`config.mk`:
```
export PLATFORM = sky130hd
export DESIGN_NAME = instr_fetch
export DESIGN_NICKNAME = d
export VERILOG_FILES = /design/src/rtl/instr_fetch.sv
export SDC_FILE = /design/constraint.sdc
export NUM_CORES = 1
export LEC_CHECK = 0
export CAP_MARGIN = 20
export CORE_ASPECT_RATIO = 0.9
export CORE_MARGIN = 2
export CORE_UTILIZATION = 35
export DETAILED_ROUTE_END_ITERATION = 6
export GPL_ROUTABILITY_DRIVEN = 1
export GPL_TIMING_DRIVEN = 0
export PLACE_DENSITY = 0.61
export RECOVER_POWER = 25
export SYNTH_ARGS = -nofsm -noshare
export SYNTH_HDL_FRONTEND = slang
export SYNTH_SLANG_ARGS = --single-unit
export TNS_END_PERCENT = 100
```
`constraint.sdc`:
```
create_clock -name CLK -period 2.3 [get_ports CLK]
set_clock_uncertainty 0.05 [all_clocks]
set_input_delay 0.46 -clock CLK [delete_from_list [all_inputs] [get_ports CLK]]
set_output_delay 0.46 -clock CLK [all_outputs]
set_load 0.02 [all_outputs]
```
`src/rtl/instr_fetch.sv`:
```
// -----------------------------------------------------------------------------
// instr_fetch
//   Instruction Fetch stage feeding the Instruction Decode stage. Holds the PC,
//   issues one instruction-memory request at a time over a req/ready handshake,
//   and delivers instruction, PC and PC+4 to decode. While memory stalls it
//   inserts NOP bubbles. Decode may redirect the PC (the redirect takes effect
//   after the delay slot) or freeze the stage (outputs hold, nothing new issued).
//
// Ports
//   CLK                 in   rising-edge clock
//   RESET               in   synchronous, active-high reset
//   Alt_PC_IN           in   redirect target from decode
//   Request_Alt_PC_IN   in   redirect request from decode (sampled every cycle)
//   WANT_FREEZE_IN      in   decode freeze request
//   IMem_Req            out  fetch request valid
//   IMem_Addr           out  fetch address (current PC)
//   IMem_Ready          in   memory response valid for IMem_Addr this cycle
//   IMem_Data           in   instruction word, valid with IMem_Ready
//   Instr1_OUT          out  instruction to decode (NOP_INSTR for a bubble)
//   Instr_PC_OUT        out  PC of Instr1_OUT
//   Instr_PC_Plus4_OUT  out  Instr_PC_OUT + 4
//   Fetch_Count         out  instructions delivered to decode (wraps)
// -----------------------------------------------------------------------------
module instr_fetch #(
  parameter logic [31:0] RESET_PC  = 32'hBFC00000,
  parameter logic [31:0] NOP_INSTR = 32'h00000000
) (
  input  logic        CLK,
  input  logic        RESET,
  input  logic [31:0] Alt_PC_IN,
  input  logic        Request_Alt_PC_IN,
  input  logic        WANT_FREEZE_IN,
  output logic        IMem_Req,
  output logic [31:0] IMem_Addr,
  input  logic        IMem_Ready,
  input  logic [31:0] IMem_Data,
  output logic [31:0] Instr1_OUT,
  output logic [31:0] Instr_PC_OUT,
  output logic [31:0] Instr_PC_Plus4_OUT,
  output logic [31:0] Fetch_Count
);

  // RUN: a request is outstanding. FULL: a fetched word waits in the buffer
  // because decode was frozen when it arrived; no request is issued.
  typedef enum logic [0:0] {
    RUN  = 1'b0,
    FULL = 1'b1
  } state_t;

  state_t      state_r;
  logic [31:0] pc_r;
  logic [31:0] target_r;
  logic        redirect_pending_r;
  logic [31:0] buf_data_r;
  logic [31:0] buf_pc_r;
  logic [31:0] pc_plus4_s;
  logic [31:0] next_pc_s;

  assign pc_plus4_s = pc_r + 32'd4;

  // Request is gated by RESET so an in-flight fetch is dropped in the reset cycle.
  assign IMem_Req  = (state_r == RUN) && !RESET;
  assign IMem_Addr = pc_r;

  // PC to fetch after the current handshake: a live redirect wins over a stored one.
  always_comb begin
    next_pc_s = pc_plus4_s;
    if (Request_Alt_PC_IN) begin
      next_pc_s = Alt_PC_IN;
    end else if (redirect_pending_r) begin
      next_pc_s = target_r;
    end else begin
      next_pc_s = pc_plus4_s;
    end
  end

  // Fetch control, PC, redirect capture, freeze buffer and decode-facing outputs.
  always_ff @(posedge CLK) begin
    if (RESET) begin
      state_r            <= RUN;
      pc_r               <= RESET_PC;
      target_r           <= 32'h00000000;
      redirect_pending_r <= 1'b0;
      buf_data_r         <= NOP_INSTR;
      buf_pc_r           <= 32'h00000000;
      Instr1_OUT         <= NOP_INSTR;
      Instr_PC_OUT       <= 32'h00000000;
      Instr_PC_Plus4_OUT <= 32'h00000000;
      Fetch_Count        <= 32'h00000000;
    end else begin
      case (state_r)
        RUN: begin
          if (IMem_Ready) begin
            // The word handshaking now is the delay slot; the redirect
            // only steers the address of the following fetch.
            pc_r               <= next_pc_s;
            redirect_pending_r <= 1'b0;
            if (!WANT_FREEZE_IN) begin
              Instr1_OUT         <= IMem_Data;
              Instr_PC_OUT       <= pc_r;
              Instr_PC_Plus4_OUT <= pc_plus4_s;
              Fetch_Count        <= Fetch_Count + 32'd1;
            end else begin
              buf_data_r <= IMem_Data;
              buf_pc_r   <= pc_r;
              state_r    <= FULL;
            end
          end else begin
            // Address must stay put until Ready, so a redirect is parked.
            if (Request_Alt_PC_IN) begin
              redirect_pending_r <= 1'b1;
              target_r           <= Alt_PC_IN;
            end else begin
              redirect_pending_r <= redirect_pending_r;
            end
            if (!WANT_FREEZE_IN) begin
              Instr1_OUT <= NOP_INSTR;
            end else begin
              Instr1_OUT <= Instr1_OUT;
            end
          end
        end

        FULL: begin
          // Nothing is outstanding, so a redirect can retarget the PC at once.
          if (Request_Alt_PC_IN) begin
            pc_r <= Alt_PC_IN;
          end else begin
            pc_r <= pc_r;
          end
          if (!WANT_FREEZE_IN) begin
            Instr1_OUT         <= buf_data_r;
            Instr_PC_OUT       <= buf_pc_r;
            Instr_PC_Plus4_OUT <= buf_pc_r + 32'd4;
            Fetch_Count        <= Fetch_Count + 32'd1;
            state_r            <= RUN;
          end else begin
            state_r <= FULL;
          end
        end

        default: begin
          state_r <= RUN;
        end
      endcase
    end
  end

endmodule
```
; Word level (Yosys, flattened, before mapping)
; Index checks and enable logic that the tools add are counted.
[word_totals]
reg_bits = 258
inputBits = 69
output_inout_bits = 161
elab_cells = 54
[classes]
add_sub_neg = 3
n_eq_ne = 4
muxes = 26
bitwise = 2
reduce_logical = 9
[ops]
columns = op, count
row1 = two-way mux 32 bit, 16
row2 = case mux 32 bit (2 select lines), 5
row3 = adder 32 x 3 -> 32 bit (second input constant), 2
row4 = adder 32 x 1 -> 32 bit (second input constant), 1
row5 = AND reduction 3 bit, 3
row6 = != test 2 bit (second input constant), 4
row7 = AND reduction 2 bit, 3
row8 = two-way mux 1 bit, 4
row9 = NOT 1 bit, 2
row10 = case mux 1 bit (2 select lines), 1
row11 = nonzero test 2 bit, 1
row12 = logical AND 1 bit, 1
row13 = logical NOT 1 bit, 1

; Depth between registers and ports, before layout
[logic_depth]
word_depth = 5
depth_mapped = 8
mapped_depth_nobuf = 6

; Least setup slack after synthesis
; OpenSTA, ideal clock, no wires.
[synth_path]
path_kind = register to register
from = reg pc_r[12], in the netlist IMem_Addr[12]
to = reg Instr_PC_Plus4_OUT[28]
setup_time_ns = 0.122
arrival_time_ns = 2.062
t_required_ns = 2.128
setup_slack_ns = 0.066
path_stages_with_launch = 8
n_path_buf = 2
synth_period_minus_slack_ns = 2.234
path_cell_list = dfxtp_1 > buf_2 > and4_1 > buf_4 > nand2_2 > or4_1 > xnor2_1 > a221o_1
[synth_between]
elab_chain_cells = 4
[synth_lines]
columns = item, line
row1 = from (decl), 51  ; logic [31:0] pc_r;
row2 = from (signal assigned), 96  ; pc_r <= next_pc_s;
row3 = from (signal assigned), 127  ; pc_r <= Alt_PC_IN;
row4 = from (signal assigned), 129  ; pc_r <= pc_r;
row5 = adder 32 x 3 -> 32 bit, 59  ; assign pc_plus4_s = pc_r + 32'd4;
row6 = two-way mux 32 bit, 98  ; if (!WANT_FREEZE_IN) begin
row7 = two-way mux 32 bit, 93  ; if (IMem_Ready) begin
row8 = case mux 32 bit (2 select lines), 91  ; case (state_r)
row9 = to (signal assigned), 101  ; Instr_PC_Plus4_OUT <= pc_plus4_s;
row10 = to (signal assigned), 134  ; Instr_PC_Plus4_OUT <= buf_pc_r + 32'd4;
row11 = to (decl), 39  ; output logic [31:0] Instr_PC_Plus4_OUT,
; No other way between the ends. The select of a mux whose other input is x is not followed.
; A chain may end at the register's enable or synchronous reset.

; Worst setup path in the final report
[layout_path]
from = reg pc_r[18], in the netlist IMem_Addr[18]
to = reg Instr_PC_Plus4_OUT[28]
; Same word-level chain as after synthesis.

==> metrics.log <==
INFO  metric die_h = 180 µm
INFO  metric vias = 12,200
INFO  metric cp_data_arrival_time = 2.65 ns
INFO  metric seq_area_frac_synth = 0.426
INFO  metric io_buffer_count = 226
INFO  metric report.final.setup_viol = 0
INFO  metric setup.worst_path.start_class = flop
INFO  metric maxSlewHeadroom = 0.323
INFO  metric ys.flop_type = sky130_fd_sc_hd__dfxtp_1
INFO  metric grt_max_degree = 15
INFO  metric synth_top_area_frac = 0.426
INFO  metric cp_num_buf_inv = 1
INFO  metric final_min_period_over_clock_period = 0.982
INFO  metric share_comb_of_total_power = 0.152
INFO  metric post_route_cells_drive_above_1_share = 0.0747
INFO  metric route.detailed.wl_per_inst = 19.5 µm
INFO  metric total_clock_buffers_created_by_cts = 30
INFO  metric first_global_vias = 11,400
INFO  metric clk_root_buffer_cell = sky130_fd_sc_hd__clkbuf_16
INFO  metric core_region_area = 0.0340 mm²
INFO  metric synth-edff-count = 0
INFO  metric detail_placement_hpwl = 33,500 µm
INFO  metric totalWireLength = 44,600 µm
INFO  metric hp-class = flop to flop
INFO  metric power.switching = 3.24 mW
INFO  metric grt.total_usage = 0.241
INFO  metric clock_path_buffers = 3
INFO  metric boundaryPins = 230
INFO  metric core.rowCount = 64
INFO  metric layout.core_utilization = 0.474
INFO  metric cts_max_level = 1
INFO  metric period_minus_slack = 2.26 ns
INFO  metric max_slew.worst_pin.slew = 1.01 ns
INFO  metric slew_viol_final = 0
INFO  metric timing.critical_path.slowest_stage_cell = sky130_fd_sc_hd__or4_4
INFO  metric synthDominantAreaCellType = sky130_fd_sc_hd__dfxtp_1
INFO  metric outcome = finished, final reports clean
INFO  metric critPathTopFamily = simple AND/OR/NAND/NOR gates
INFO  metric grt_antenna_before_repair = 0
INFO  metric clock_sinks = 256
INFO  metric async_flop_share = 0
INFO  metric timing.setup.tns = 0 ns
INFO  metric synth.avg_cell_area = 7.81 µm²
INFO  metric syn-instance-count = 1,540
INFO  metric timing.final.hold_violations = 0
INFO  metric via_count_normalized_by_instance_count = 5.36
INFO  metric design.die.area = 0.0359 mm²
INFO  metric timing.critical_path.required = 2.69 ns
INFO  metric synthesis.nets = 1,612
INFO  metric areaGrowthSynthToFinish = 33.9%
INFO  metric number_of_warnings_issued_by_yosys = 0
INFO  metric clkPwrFrac = 0.431
INFO  metric vdd_ir_drop_max = 438 µV
INFO  metric critical_path.max_stage_delay = 0.59 ns
INFO  metric wire_length_of_the_first_global_routing_pass = 67,700 µm
INFO  metric number_of_nets_in_the_layout = 1,869
INFO  metric detail-route-antenna-nets = 0
INFO  metric first_iter_violations = 1,134
INFO  metric cts_tree = built
INFO  metric max_clock_freq = 0.443 GHz
INFO  metric filler_cell_count = 3,421
INFO  metric ys_top_cells_by_area = sky130_fd_sc_hd__dfxtp_1 43%, sky130_fd_sc_hd__nand2_1 9.3%, sky130_fd_sc_hd__a21oi_1 8.2%, sky130_fd_sc_hd__nor2_1 4.4%, sky130_fd_sc_hd__mux2i_1 3.3%
INFO  metric die_width = 199 µm
INFO  metric cts_setup_buffers = 0
INFO  metric floorplan.initialDensity = 0.354
INFO  metric cts.hold.buffers_added = 0
INFO  metric n_antenna_cell = 0
INFO  metric gp_congestion = 0.936
INFO  metric power.share.sequential = 0.417
INFO  metric grt_overflow = 0
INFO  metric clk_pin_slew = 0.06 ns
INFO  metric timing_worst_setup_path_type = flop to flop
INFO  metric yosys_register_bits = 256
INFO  metric leakagePower = 5.59 nW
INFO  metric drc = 0
INFO  metric cell_internal_pwr = 8.52 mW
INFO  metric worstSetupEndpointType = flop
INFO  metric swShare = 0.275
INFO  metric pwr_density_cell = 730 mW/mm²
INFO  metric drtPass1Iterations = 5
INFO  metric maxCapViolations = 0
INFO  metric synth_cell_type_count = 64
INFO  metric post_synth_instance_area = 0.0120 mm²
INFO  metric worst_skew_pair_later_pin_latency = 0.56 ns
INFO  metric path_cells = buf_4 -> and4_2 -> nand2_2 -> or4_4 -> xnor2_1 -> a221o_1
INFO  metric critical_path_peak_fanout = 9
==> metal layers <==
| layer | track usage | vias to the layer above | routed length [µm] |
|---|---|---|---|
| met1 | 0.348 | 5789 | 20400 |
| met2 | 0.377 | 461 | 19700 |
| li1 | - | 5916 | - |
| met3 | 0.0358 | 74 | 3320 |
| met5 | 0 | - | 0 |
| met4 | 0.0601 | 0 | 1160 |
==> worst register-to-register path, stage by stage, from the launching register on <==
cell	delay [ns]
sky130_fd_sc_hd__dfxtp_1	0.38
sky130_fd_sc_hd__buf_4	0.20
sky130_fd_sc_hd__and4_2	0.29
sky130_fd_sc_hd__nand2_2	0.11
sky130_fd_sc_hd__or4_4	0.60
sky130_fd_sc_hd__xnor2_1	0.17
sky130_fd_sc_hd__a221o_1	0.36
==> registers in the layout, summed over array words and instances, names as in the netlist <==
name                cells
IMem_Addr              32
Instr_PC_OUT           32
buf_data_r             32
target_r               32
redirect_pending_r      1
Instr_PC_Plus4_OUT     30
buf_pc_r               32
Instr1_OUT             32
state_r                 1
Fetch_Count            32
==> cells by family after synthesis <==
| family | synth area share |
|---|---|
| AND/OR/NAND/NOR | 0.248 |
| AO/OA/AOI/OAI | 0.190 |
| flip-flops | 0.426 |
| buffers and inverters | 0.0510 |
| XOR/XNOR | 0.0466 |
| multiplexers | 0.0352 |
| adder cells (fa/ha/maj) | 0.00312 |
==> through the flow <==
stage / setup slack, ns / area (µm²) / hold slack (ns) / total power [mW] / std cells
3_5_place_dp: -1.55 / 14900 / 0.393 / 6.75 / 2228
2_1_floorplan: 0.0662 / 12000 / 0.381 / 5.88 / 1540
3_3_place_gp: -1.58 / 14900 / 0.389 / 6.72 / 2228
6_report: 0.0422 / 16100 / 0.401 / 11.8 / 2283
4_1_cts: 0.00503 / 16000 / 0.403 / 11.8 / 2283
5_1_grt: -0.0134 / 16100 / 0.413 / 12.2 / 2283
==> final timing paths <==
kind,from,endpoint,slack (ns),depth (start not counted)
max reg2reg,IMem_Addr[18],Instr_PC_Plus4_OUT[28],0.04,6
min,target_r[31],target_r[31],0.40,2
min reg2reg,target_r[31],target_r[31],0.40,2
max,IMem_Addr[18],Instr_PC_Plus4_OUT[28],0.04,6
==> what timing repair did <==
action                     4_1_cts  5_1_grt
gates cloned                     0        0
resized for setup               51       27
pin swaps                        0        0
setup endpoints to repair      232      144
==> cells in the mapped netlist (all sizes together), types with 3 or more instances <==
master / number
or4: 4
a211oi: 48
o31ai: 11
buf: 41
o21bai: 5
a21o: 4
nand4: 30
xor2: 35
o21ai: 37
and3: 16
o211ai: 14
nor4: 18
or3: 7
nand2: 299
and4: 16
a21oi: 199
a311oi: 3
a221o: 7
inv: 12
o21a: 7
nor3: 27
and2: 8
dfxtp: 256
o2bb2ai: 4
mux2i: 40
nand3: 77
nor2: 140
nor3b: 3
o31a: 7
a31oi: 7
clkbuf: 92
xnor2: 29
ha: 3
a221oi: 7
nand2b: 6
==> cell type report <==
| cell class | instances | area (µm²) | share of cell area |
|---|---|---|---|
| clock buffers | 44 | 935 | 0.0580 |
| multi-input cells | 1139 | 6330 | 0.393 |
| repair buffers | 226 | 2250 | 0.140 |
| inverters | 12 | 45.0 | 0.00280 |
| well taps | 462 | 578 | 0.0359 |
| plain buffers | 132 | 681 | 0.0423 |
| clock inverters | 12 | 140 | 0.00870 |
| flip-flops and latches | 256 | 5140 | 0.319 |
==> cells in the final DEF (no fill, tap or decap), types with 7 or more instances in the layout <==
master                            instances
sky130_fd_sc_hd__nand2_1                296
sky130_fd_sc_hd__mux2i_1                 40
sky130_fd_sc_hd__clkbuf_16               32
sky130_fd_sc_hd__inv_1                   12
sky130_fd_sc_hd__xnor2_1                 29
sky130_fd_sc_hd__dlygate4sd3_1           29
sky130_fd_sc_hd__o31a_1                   7
sky130_fd_sc_hd__dfxtp_2                 13
sky130_fd_sc_hd__a221oi_1                 7
sky130_fd_sc_hd__nor2_1                 139
sky130_fd_sc_hd__and4_1                  15
sky130_fd_sc_hd__clkinv_2                 7
sky130_fd_sc_hd__a221o_1                  7
sky130_fd_sc_hd__o211ai_1                14
sky130_fd_sc_hd__nand3_1                 75
sky130_fd_sc_hd__nor4_1                  16
sky130_fd_sc_hd__nor3_1                  26
sky130_fd_sc_hd__nand4_1                 29
sky130_fd_sc_hd__a21oi_1                198
sky130_fd_sc_hd__buf_1                    9
sky130_fd_sc_hd__and3_1                  16
sky130_fd_sc_hd__clkdlybuf4s50_1        191
sky130_fd_sc_hd__o31ai_1                 11
sky130_fd_sc_hd__xor2_1                  35
sky130_fd_sc_hd__buf_4                    9
sky130_fd_sc_hd__a31oi_1                  7
sky130_fd_sc_hd__buf_6                    8
sky130_fd_sc_hd__clkbuf_1                85
sky130_fd_sc_hd__a211oi_1                48
sky130_fd_sc_hd__clkbuf_8                13
sky130_fd_sc_hd__dfxtp_1                243
sky130_fd_sc_hd__o21ai_0                 37
sky130_fd_sc_hd__buf_2                   10
sky130_fd_sc_hd__o21a_1                   7
sky130_fd_sc_hd__clkbuf_2                 8
==> power by group through the flow <==
stage | combinational, mW | clock (mW) | sequential [mW]
after floorplan | 0.798 | 0 | 5.08
after global placement | 1.74 | 0 | 4.98
after detailed placement | 1.76 | 0 | 4.99
after CTS | 1.78 | 5.13 | 4.89
after global routing | 1.93 | 5.32 | 4.93
final | 1.79 | 5.06 | 4.90
(Power assumes the default switching activity.)
